[src/rtl/jt89_gg_serial.sv]
// jt89_gg_serial: double-buffered left-justified serializer for the Game Gear stereo mix
module jt89_gg_serial #(
    parameter int bw = 9,
    parameter int ow = 16
) (
    input  logic          clk,
    input  logic          rst,
    input  logic          cen,
    input  logic          sample,
    input  logic [bw+1:0] sound_l,
    input  logic [bw+1:0] sound_r,
    output logic          sck,
    output logic          ws,
    output logic          sd,
    output logic          overrun
);
    localparam int CW  = $clog2(2*ow);
    localparam int PAD = ow - bw - 2;
    localparam logic [1:0] IDLE = 2'd0, START = 2'd1, RUN = 2'd2;

    logic [1:0]      state_q, state_d;
    logic [CW-1:0]   bitcnt_q, bitcnt_d, bit_nxt;
    logic            sck_q, sck_d, ws_q, ws_d, sd_q, sd_d, ov_q, ov_d, fresh_q, fresh_d;
    logic            load, step, fall;
    logic [bw+1:0]   hold_l_q, hold_l_d, hold_r_q, hold_r_d;
    logic [ow-1:0]   shift_l_q, shift_l_d, shift_r_q, shift_r_d, fmt_l, fmt_r;
    logic [2*ow-1:0] frame;

    // MSB-aligned words: the sign bit lands on the word MSB, low bits zero
    assign fmt_l   = ow'(hold_l_q) << PAD;
    assign fmt_r   = ow'(hold_r_q) << PAD;
    assign frame   = {shift_l_q, shift_r_q};
    assign bit_nxt = (bitcnt_q == CW'(2*ow-1)) ? '0 : bitcnt_q + CW'(1);
    assign load    = cen && (state_q == START || (state_q == RUN && sck_q && bit_nxt == '0));
    assign step    = cen && state_q == RUN && !load;
    assign fall    = step && sck_q;

    // Next state: the frame load takes the old hold, so a coincident sample is never an overrun
    always_comb begin
        hold_l_d  = sample ? sound_l : hold_l_q;
        hold_r_d  = sample ? sound_r : hold_r_q;
        fresh_d   = sample | (fresh_q & ~load);
        ov_d      = sample & fresh_q & ~load;
        state_d   = load ? RUN : (state_q == IDLE && sample) ? START : state_q;
        shift_l_d = load ? fmt_l : shift_l_q;
        shift_r_d = load ? fmt_r : shift_r_q;
        sck_d     = load ? 1'b0 : step ? ~sck_q : sck_q;
        bitcnt_d  = load ? '0 : fall ? bit_nxt : bitcnt_q;
        ws_d      = load ? 1'b0 : fall ? (bit_nxt >= CW'(ow)) : ws_q;
        sd_d      = load ? fmt_l[ow-1] : fall ? frame[CW'(2*ow-1) - bit_nxt] : sd_q;
    end

    // State registers; reset aborts any frame in progress and returns to IDLE
    always_ff @(posedge clk or negedge rst) begin
        if (!rst) begin
            state_q   <= IDLE;
            bitcnt_q  <= '0;
            sck_q     <= 1'b0;
            ws_q      <= 1'b0;
            sd_q      <= 1'b0;
            ov_q      <= 1'b0;
            fresh_q   <= 1'b0;
            hold_l_q  <= '0;
            hold_r_q  <= '0;
            shift_l_q <= '0;
            shift_r_q <= '0;
        end else begin
            state_q   <= state_d;
            bitcnt_q  <= bitcnt_d;
            sck_q     <= sck_d;
            ws_q      <= ws_d;
            sd_q      <= sd_d;
            ov_q      <= ov_d;
            fresh_q   <= fresh_d;
            hold_l_q  <= hold_l_d;
            hold_r_q  <= hold_r_d;
            shift_l_q <= shift_l_d;
            shift_r_q <= shift_r_d;
        end
    end

    assign sck     = sck_q;
    assign ws      = ws_q;
    assign sd      = sd_q;
    assign overrun = ov_q;
endmodule
[config.mk]
export PLATFORM = sky130hd
export DESIGN_NAME = jt89_gg_serial
export DESIGN_NICKNAME = d
export VERILOG_FILES = /design/src/rtl/jt89_gg_serial.sv
export SDC_FILE = /design/constraint.sdc
export NUM_CORES = 1
export LEC_CHECK = 0
export BUFFER_PORTS_ARGS = -buffer_cell sky130_fd_sc_hd__buf_2
export CORE_AREA = 8 8 100 102
export DETAILED_ROUTE_END_ITERATION = 8
export DIE_AREA = 0 0 108 110
export PLACE_DENSITY = 0.49
export SKIP_CTS_REPAIR_TIMING = 1
export SLEW_MARGIN = 20
export SYNTH_ARGS = -nofsm -noshare
export SYNTH_HDL_FRONTEND = slang
export SYNTH_SLANG_ARGS = --single-unit
[constraint.sdc]
create_clock -name clk -period 3.53 [get_ports clk]
set_input_delay 0.5295 -clock clk [delete_from_list [all_inputs] [get_ports clk]]
set_output_delay 0.5295 -clock clk [all_outputs]
set_load 0.05 [all_outputs]
-- Yosys cells after proc, flatten, opt, wreduce, memory -nomap -nowiden
Index checks and enable logic that the tools add are counted.
- bits in registers: 56
- bits of input ports: 26
- output and inout port bits: 4
- add/subtract/negate cells: 2
- $lt $le $gt $ge: 2
- equal/unequal tests: 3
- muxes and demuxes: 13
- bitwise logic cells: 6
- reductions and logical operators: 14
- operator list (kind ; number):
    5-bit two-way mux ; 3
    1-bit logical AND ; 7
    1-bit two-way mux ; 7
    5-bit by 6-bit < comparator with 1-bit output, second input constant ; 1
    2-bit nonzero test ; 3
    5-bit by 1-bit adder with 5-bit output, second input constant ; 1
    1-bit binary-select mux with 5-bit select ; 1
    5-bit == test, second input constant ; 1
    5-bit >= comparator, second input constant ; 1
    5-bit zero test ; 1
    5-bit subtractor, first input constant ; 1
    2-bit two-way mux ; 2
    1-bit bitwise AND ; 3
    2-bit by 1-bit == test with 1-bit output, second input constant ; 1
    2-bit == test, second input constant ; 1
    2-bit zero test ; 1
    1-bit inverter ; 2
    1-bit zero test ; 1
    1-bit logical OR ; 1
    1-bit bitwise OR ; 1

-- Depth between registers and ports, before layout
Gate-level depths: netlist of the first run.
- depth after elaboration: 11
- depth in mapped cells: 11
- mapped depth without buffers: 9

-- Worst setup path after synthesis of the first run
OpenSTA, ideal clock, no wires.
- kind: reg2reg
- start: register bitcnt_q[0]
- end: register sd_q, in the netlist sd
- arrival time: 2.404 ns
- data required time: 3.406 ns
- setup slack: 1.002 ns
- stages on the path, launching flop included: 10
- path buffers: 0
- period minus slack after synthesis: 2.528 ns
- cells stage by stage: dfrtp_1 ha_1 and3_1 ha_1 nor2_2 mux4_2 mux2i_1 o22ai_1 o211ai_1 a21oi_1
- word-level cells in the longest chain between the ends: 10
- RTL lines (item ; RTL line ; source):
    from (decl) ; 22 ; logic [CW-1:0] bitcnt_q, bitcnt_d, bit_nxt;
    from (signal assigned) ; 69 ; bitcnt_q <= bitcnt_d;
    5-bit by 1-bit adder with 5-bit output or 5-bit == test (tied branches) ; 33 ; assign bit_nxt = (bitcnt_q == CW'(2*ow-1)) ? '0 : bitcnt_q + CW'(1);
    5-bit two-way mux * ; 33 ;
    branches (longest 8 deep; another with 5-bit subtractor) ; - ;
    to (signal assigned) ; 60 ; sd_q <= 1'b0;
    to (signal assigned) ; 72 ; sd_q <= sd_d;
    to (decl) ; 23 ; logic sck_q, sck_d, ws_q, ws_d, sd_q, sd_d, ov_q, ov_d, fresh_q, fresh_d;
Mark *: on every way between the ends. The select of a mux whose other input is x is not followed.
A chain may end at the register's enable or synchronous reset.

-- Final worst setup path of the first run
- start: register bitcnt_q[0]
- end: register ov_q, in the netlist overrun
- word-level cells in the longest chain between the ends: 8
- RTL lines (item ; RTL line ; source):
    5-bit by 1-bit adder with 5-bit output or 5-bit == test (tied branches) ; 33 ;
    5-bit two-way mux * ; 33 ;
    5-bit zero test * ; 34 ; assign load = cen && (state_q == START || (state_q == RUN && sck_q && bit_nxt == '0));
    1-bit logical AND * ; 34 ;
    1-bit logical OR * ; 34 ;
    1-bit logical AND * ; 34 ;
    1-bit inverter * ; 43 ; ov_d = sample & fresh_q & ~load;
    1-bit bitwise AND * ; 43 ;
    via ov_d ; 23 ;
    to (signal assigned) ; 73 ; ov_q <= ov_d;
    to (decl) ; 23 ;
Mark *: on every way through the listed nets, which the timed path passes. The rest lies on a longest branch.

==> results of run 1 <==
-- placed cells by master (no fill, tap or decap), types with 2 or more instances in the layout --
| cell type | count |
|---|---|
| nand2_1 | 86 |
| dfrtp_1 | 56 |
| buf_2 | 28 |
| mux2_2 | 22 |
| a21oi_1 | 9 |
| nor2_1 | 6 |
| nand3_1 | 5 |
| clkbuf_8 | 5 |
| mux4_2 | 4 |
| mux2i_1 | 4 |
| ha_1 | 3 |
| buf_4 | 3 |
| and3_1 | 2 |
| o21ai_0 | 2 |
| o22a_1 | 2 |
| clkinv_2 | 2 |
-- Yosys cell counts --
| cell | number | area share |
|---|---|---|
| nor2b_1 | 1 | 0.0026 |
| o41ai_2 | 1 | 0.0067 |
| buf_2 | 2 | 0.0041 |
| xnor2_1 | 1 | 0.0036 |
| and3_1 | 2 | 0.0051 |
| nand3_1 | 5 | 0.010 |
| o22a_1 | 2 | 0.0072 |
| mux2_2 | 22 | 0.10 |
| nor2_1 | 6 | 0.0092 |
| inv_1 | 1 | 0.0015 |
| nor3_1 | 1 | 0.0020 |
| nand2_1 | 86 | 0.13 |
| clkbuf_1 | 4 | 0.0061 |
| mux2i_1 | 4 | 0.016 |
| a21oi_1 | 9 | 0.018 |
| nand2b_1 | 1 | 0.0026 |
| dfrtp_1 | 56 | 0.57 |
| buf_4 | 1 | 0.0031 |
| nor2_2 | 1 | 0.0026 |
| o211ai_1 | 1 | 0.0031 |
| o22ai_1 | 1 | 0.0026 |
| ha_1 | 3 | 0.015 |
| mux2_4 | 1 | 0.0061 |
| buf_1 | 1 | 0.0015 |
| or2_2 | 1 | 0.0026 |
| a21o_1 | 1 | 0.0031 |
| mux4_2 | 4 | 0.037 |
| o21ai_0 | 2 | 0.0041 |
| and2_1 | 1 | 0.0026 |
| buf_6 | 2 | 0.0092 |
| o221ai_1 | 1 | 0.0036 |
-- flip-flops by register name, indices dropped and copies added, names as in the netlist --
| name | flops |
|---|---|
| overrun | 1 |
| shift_r_q | 11 |
| sd | 1 |
| state_q | 2 |
| ws | 1 |
| shift_l_q | 11 |
| fresh_q | 1 |
| bitcnt_q | 5 |
| hold_l_q | 11 |
| sck | 1 |
| hold_r_q | 11 |
-- layout make-up --
cell class                 instances  area, um^2  area share
sequential                        56        1400       0.506
multi-input combinational        158         977       0.353
timing repair buffer              31         163      0.0588
tap                              108         135      0.0488
clock buffer                       5        68.8      0.0249
clock inverter                     3        18.8     0.00678
inverter                           1        3.75     0.00136
-- metrics by stage --
stage / utilization / hold slack (ns) / cells
after floorplan: - / 0.234 / 225
after global placement: 0.316 / 0.453 / 354
after detailed placement: 0.316 / 0.457 / 354
after CTS: 0.327 / 0.441 / 362
after global routing: 0.327 / 0.263 / 362
final: 0.327 / 0.216 / 362
-- power breakdown --
group / internal, mW / switching (mW) / total (mW)
combinational: 0.268 / 0.314 / 0.581
sequential: 0.809 / 0.101 / 0.910
clock: 0.139 / 0.204 / 0.342
total: 1.22 / 0.618 / 1.83
-- worst min-delay path by stage --
stage | start | to | slack, ns | cells past startpoint
after floorplan | rst | bitcnt_q[0] | 0.23 | 0
after global placement | fresh_q | fresh_q | 0.45 | 1
after detailed placement | hold_l_q[3] | shift_l_q[8] | 0.46 | 2
after CTS | rst | hold_r_q[5] | 0.44 | 1
after global routing | rst | hold_r_q[1] | 0.26 | 1
final | rst | hold_r_q[1] | 0.22 | 1
-- metal layers --
metal | share of wire | up-vias
met3 | 0.043 | 2
li1 | - | 809
met2 | 0.43 | 31
met4 | 0.0064 | 0
met1 | 0.52 | 805
met5 | 0 | -
-- logic make-up (layout without fill, tap and decap cells) --
| kind of cell | count (synthesis) | count (layout) | share of synthesized area |
|---|---|---|---|
| AO/OA/AOI/OAI | 18 | 18 | 0.0487 |
| XOR/XNOR | 1 | 1 | 0.00359 |
| AND/OR/NAND/NOR | 105 | 105 | 0.172 |
| multiplexers | 31 | 31 | 0.161 |
| flip-flops | 56 | 56 | 0.574 |
| buffers and inverters | 11 | 40 | 0.0256 |
| adder cells (fa/ha/maj) | 3 | 3 | 0.0154 |
==> out/metrics.yaml, run 1 <==
timing:
  setup_viol: 0
  tightest_slew_ns: 0.817
  worst_slack_ns: 0.613
  finalMaxSlewViolations: 0
  max_freq_mhz: 343
  skew_ns: 0.00576
  min_period_ns: 2.92
  tns_ns: 0
  slew_headroom: 0.454
  hold_viol_final: 0
  rsz0062_at_grt: "false"
  min_period_over_period: 0.826
floorplanning:
  die_y_um: 110
  rows: 34
  start_util: 0.288
  dieArea_um2: 11900
  coreArea_um2: 8470
  die_w_um: 108
  ios: 30
synthesis:
  synth_nets: 254
  synth.distinct_cells: 31
  ys_warn_count: 0
  mappedNetlistArea_um2: 2440
  syn_avg_cell_area_um2: 10.8
  synth_seq_cells: 56
  synth_cells: 225
  ys_seq_area_frac: 0.574
cts:
  cts_max_level: 2
  cts.sinks: 56
  cts_tree: "yes"
  cts_root_buf: "clkbuf_8"
  path_clk_slew_ns: 0.10
  clk_latency_ns: 0.30
  cts_buffers: 5
  cts_max_path_buffers: 2
global_routing:
  grt-ovfl-total: 0
  grt_max_degree: 48
  grt_pass1_vias: 1680
  grt_busiest_layer: "met2"
  grtUsageMet3: 0.0244
  antenna_found_initial: 0
  grt_use_total: 0.0861
  grt_pass1_wl_um: 8220
  use_met1: 0.121
  met2_usage: 0.124
worst_setup_path:
  crit_path_max_incr_delay_ns: 0.55
  r2r_cells: 8
  rr_endpoint: "overrun"
  cp-endpoint: "overrun"
  cp-startpoint: "bitcnt_q[0]"
  rrSetupSlack_ns: 0.61
  end_kind: "flop"
  r2r-start: "bitcnt_q[0]"
  cpLargestDelayFamily: "simple AND/OR/NAND/NOR gates"
  slowest_stage: "nand2_1"
  crit_cells: 8
  arrival_ns: 3.12
  worstPathCellList: "ha_1 -> and3_1 -> ha_1 -> nor2b_1 -> mux2_4 -> o41ai_2 -> nand2_1 -> and3_1"
  crit_type: "reg2reg"
  crit_fanout: 26
  path_buf_inv: 0
  start_kind: "flop"
  crit_required_ns: 3.73
power:
  cellPowerDensity_nw_per_um2: 663
  design_power_total_mw: 1.83
  peakVddDrop_uv: 236
  leakagePower_nw: 1.35
placement:
  dp_slack_ns: 0.616
  port_buffers: 29
  gp_congestion: 0.775
  dp_hpwl_um: 3290
  post_dp_cell_area_um2: 2680
drt:
  firstDrtPassIters: 5
  vias: 1647
  avgRoutedWirePerCell_um: 13.0
  drt-total-wl_um: 4690
  via_per_inst: 4.55
  drc: 0
  drtAntennaViolNets: 0
  drtIter0Drc: 42
final_layout:
  final_cell_area_um2: 2770
  nNetsFinal: 282
  antenna_cells: 0
  syn_to_final_growth_pct: 13.4
  drive_gt1_frac: 0.272
  num-fill-cells: 884
outcome:
  status: "complete, no violations"
flow_run:
  cap_violations: 0
hold_path:
  hp-class: "in2async"
No activity file was read; power rests on OpenSTA's default activity.
==> run 2, diff against run 1 <==
--- a/config.mk
+++ b/config.mk
@@ -9,7 +9,7 @@
 export CORE_AREA = 8 8 100 102
 export DETAILED_ROUTE_END_ITERATION = 8
 export DIE_AREA = 0 0 108 110
-export PLACE_DENSITY = 0.49
+export PLACE_DENSITY = 0.5
 export SKIP_CTS_REPAIR_TIMING = 1
 export SLEW_MARGIN = 20
 export SYNTH_ARGS = -nofsm -noshare
==> constraint.sdc (replaced) <==
create_clock -name clk -period 2.4 [get_ports clk]
set_input_delay 0.36 -clock clk [delete_from_list [all_inputs] [get_ports clk]]
set_output_delay 0.36 -clock clk [all_outputs]
set_load 0.05 [all_outputs]
==> out/metrics.yaml, run 2 (synthesis gave the netlist of run 1 again) <==
drt:
  drt-total-wl_um: 4880
  drtAntennaViolNets: 0
  vias: 1647
  drtIter0Drc: 29
  via_per_inst: 4.44
  avgRoutedWirePerCell_um: 13.1
  drc: 0
  firstDrtPassIters: 4
cts:
  cts_buffers: 5
  cts_max_path_buffers: 2
  cts_max_level: 2
  cts_tree: "yes"
  path_clk_slew_ns: 0.09
  cts.sinks: 56
  clk_latency_ns: 0.31
  cts_root_buf: "clkbuf_8"
worst_setup_path:
  r2r-start: "bitcnt_q[1]"
  crit_type: "reg2reg"
  arrival_ns: 2.52
  end_kind: "flop"
  start_kind: "flop"
  cp-startpoint: "bitcnt_q[1]"
  crit_required_ns: 2.59
  crit_fanout: 7
final_layout:
  final_cell_area_um2: 2890
  drive_gt1_frac: 0.312
  nNetsFinal: 292
  final_common_cell: "nand2_1"
  num-fill-cells: 871
  syn_to_final_growth_pct: 18.3
  layout_common_cells: "nand2_1, dfrtp_1, buf_2"
  utilization: 0.341
  antenna_cells: 0
timing:
  slew_headroom: 0.600
  hold_viol_final: 0
  min_period_ns: 2.33
  finalMaxSlewViolations: 0
  skew_ns: 0.00692
  min_period_over_period: 0.972
  max_freq_mhz: 429
  rsz0062_at_grt: "true"
  tns_ns: 0
  tightest_slew_ns: 0.600
  setup_viol: 0
global_routing:
  grt_pass1_vias: 1847
  grt_use_total: 0.0904
  grt_max_degree: 33
  antenna_found_initial: 0
  grt-ovfl-total: 0
  grt_pass1_wl_um: 8630
floorplanning:
  dieArea_um2: 11900
  die_y_um: 110
  rows: 34
  coreArea_um2: 8470
  ios: 30
  die_w_um: 108
  start_util: 0.288
placement:
  post_dp_cell_area_um2: 2760
  gp_congestion: 0.778
  port_buffers: 29
  dp_hpwl_um: 3510
outcome:
  status: "complete, no violations"
power:
  leakagePower_nw: 1.40
  cellPowerDensity_nw_per_um2: 976
  peakVddDrop_uv: 368
hold_path:
  hp-class: "in2async"
flow_run:
  cap_violations: 0
==> run 2: cell count changes in the layout (fill, tap and decap cells not counted), moves of 2 or more <==
cell	delta
buf_4	+7
buf_12	+2
clkinv_2	-2
ha_1	-2
==> run 2: routing by layer <==
metal  GRT usage  routed length [um]  vias up
li1            -                   -      819
met1       0.116                2450      795
met2       0.142                2140       26
met3      0.0267                 206        7
met4      0.0327                  80        0
met5           0                   0        -
==> run 2: where the power goes <==
| group | internal, mW | switching, mW | leakage (nW) |
|---|---|---|---|
| Combinational | 0.488 | 0.496 | 0.671 |
| Clock | 0.205 | 0.294 | 0.0417 |
| Sequential | 1.19 | 0.146 | 0.689 |
==> run 2: path summary, 6_finish.rpt <==
| kind | depth (start not counted) | endpoint | slack [ns] |
|---|---|---|---|
| setup / recovery | 10 | sd | 0.07 |
| hold / removal | 1 | overrun | 0.05 |
| setup reg to reg | 10 | sd | 0.07 |
| hold reg to reg | 2 | shift_l_q[7] | 0.47 |
| max in group asynchronous | 2 | hold_l_q[2] | 1.78 |
| min in group clk | 2 | hold_l_q[4] | 0.27 |
==> run 2: area by class of cell <==
class                      instances  area [um^2]  share of cell area
multi-input combinational        158         1010               0.349
clock inverter                     1         8.76             0.00303
sequential                        56         1400               0.485
tap                              108          135              0.0468
inverter                           1         3.75             0.00130
timing repair buffer              41          260              0.0901
clock buffer                       6         72.6              0.0251
==> run 2: critical path, cell delays in order, from the launching register on <==
cell and delay [ns]:
dfrtp_1 0.39, ha_2 0.20, and3_4 0.19, ha_4 0.18
nor2_4 0.13, buf_12 0.13, mux4_2 0.49, mux2i_1 0.17
o221ai_1 0.15, o211ai_1 0.10, a21oi_1 0.09
==> run 2: metrics by stage <==
step                hold slack [ns]  power [mW]  instances  worst slack [ns]
global route                 0.0908        3.05        371           -0.0825
CTS                          0.0680        2.82        369           -0.0517
floorplan                    0.0644        2.01        225            0.0419
finish                       0.0493        2.82        371            0.0679
detailed placement            0.414        2.30        362           -0.0195
global placement              0.402        2.28        362            0.0573
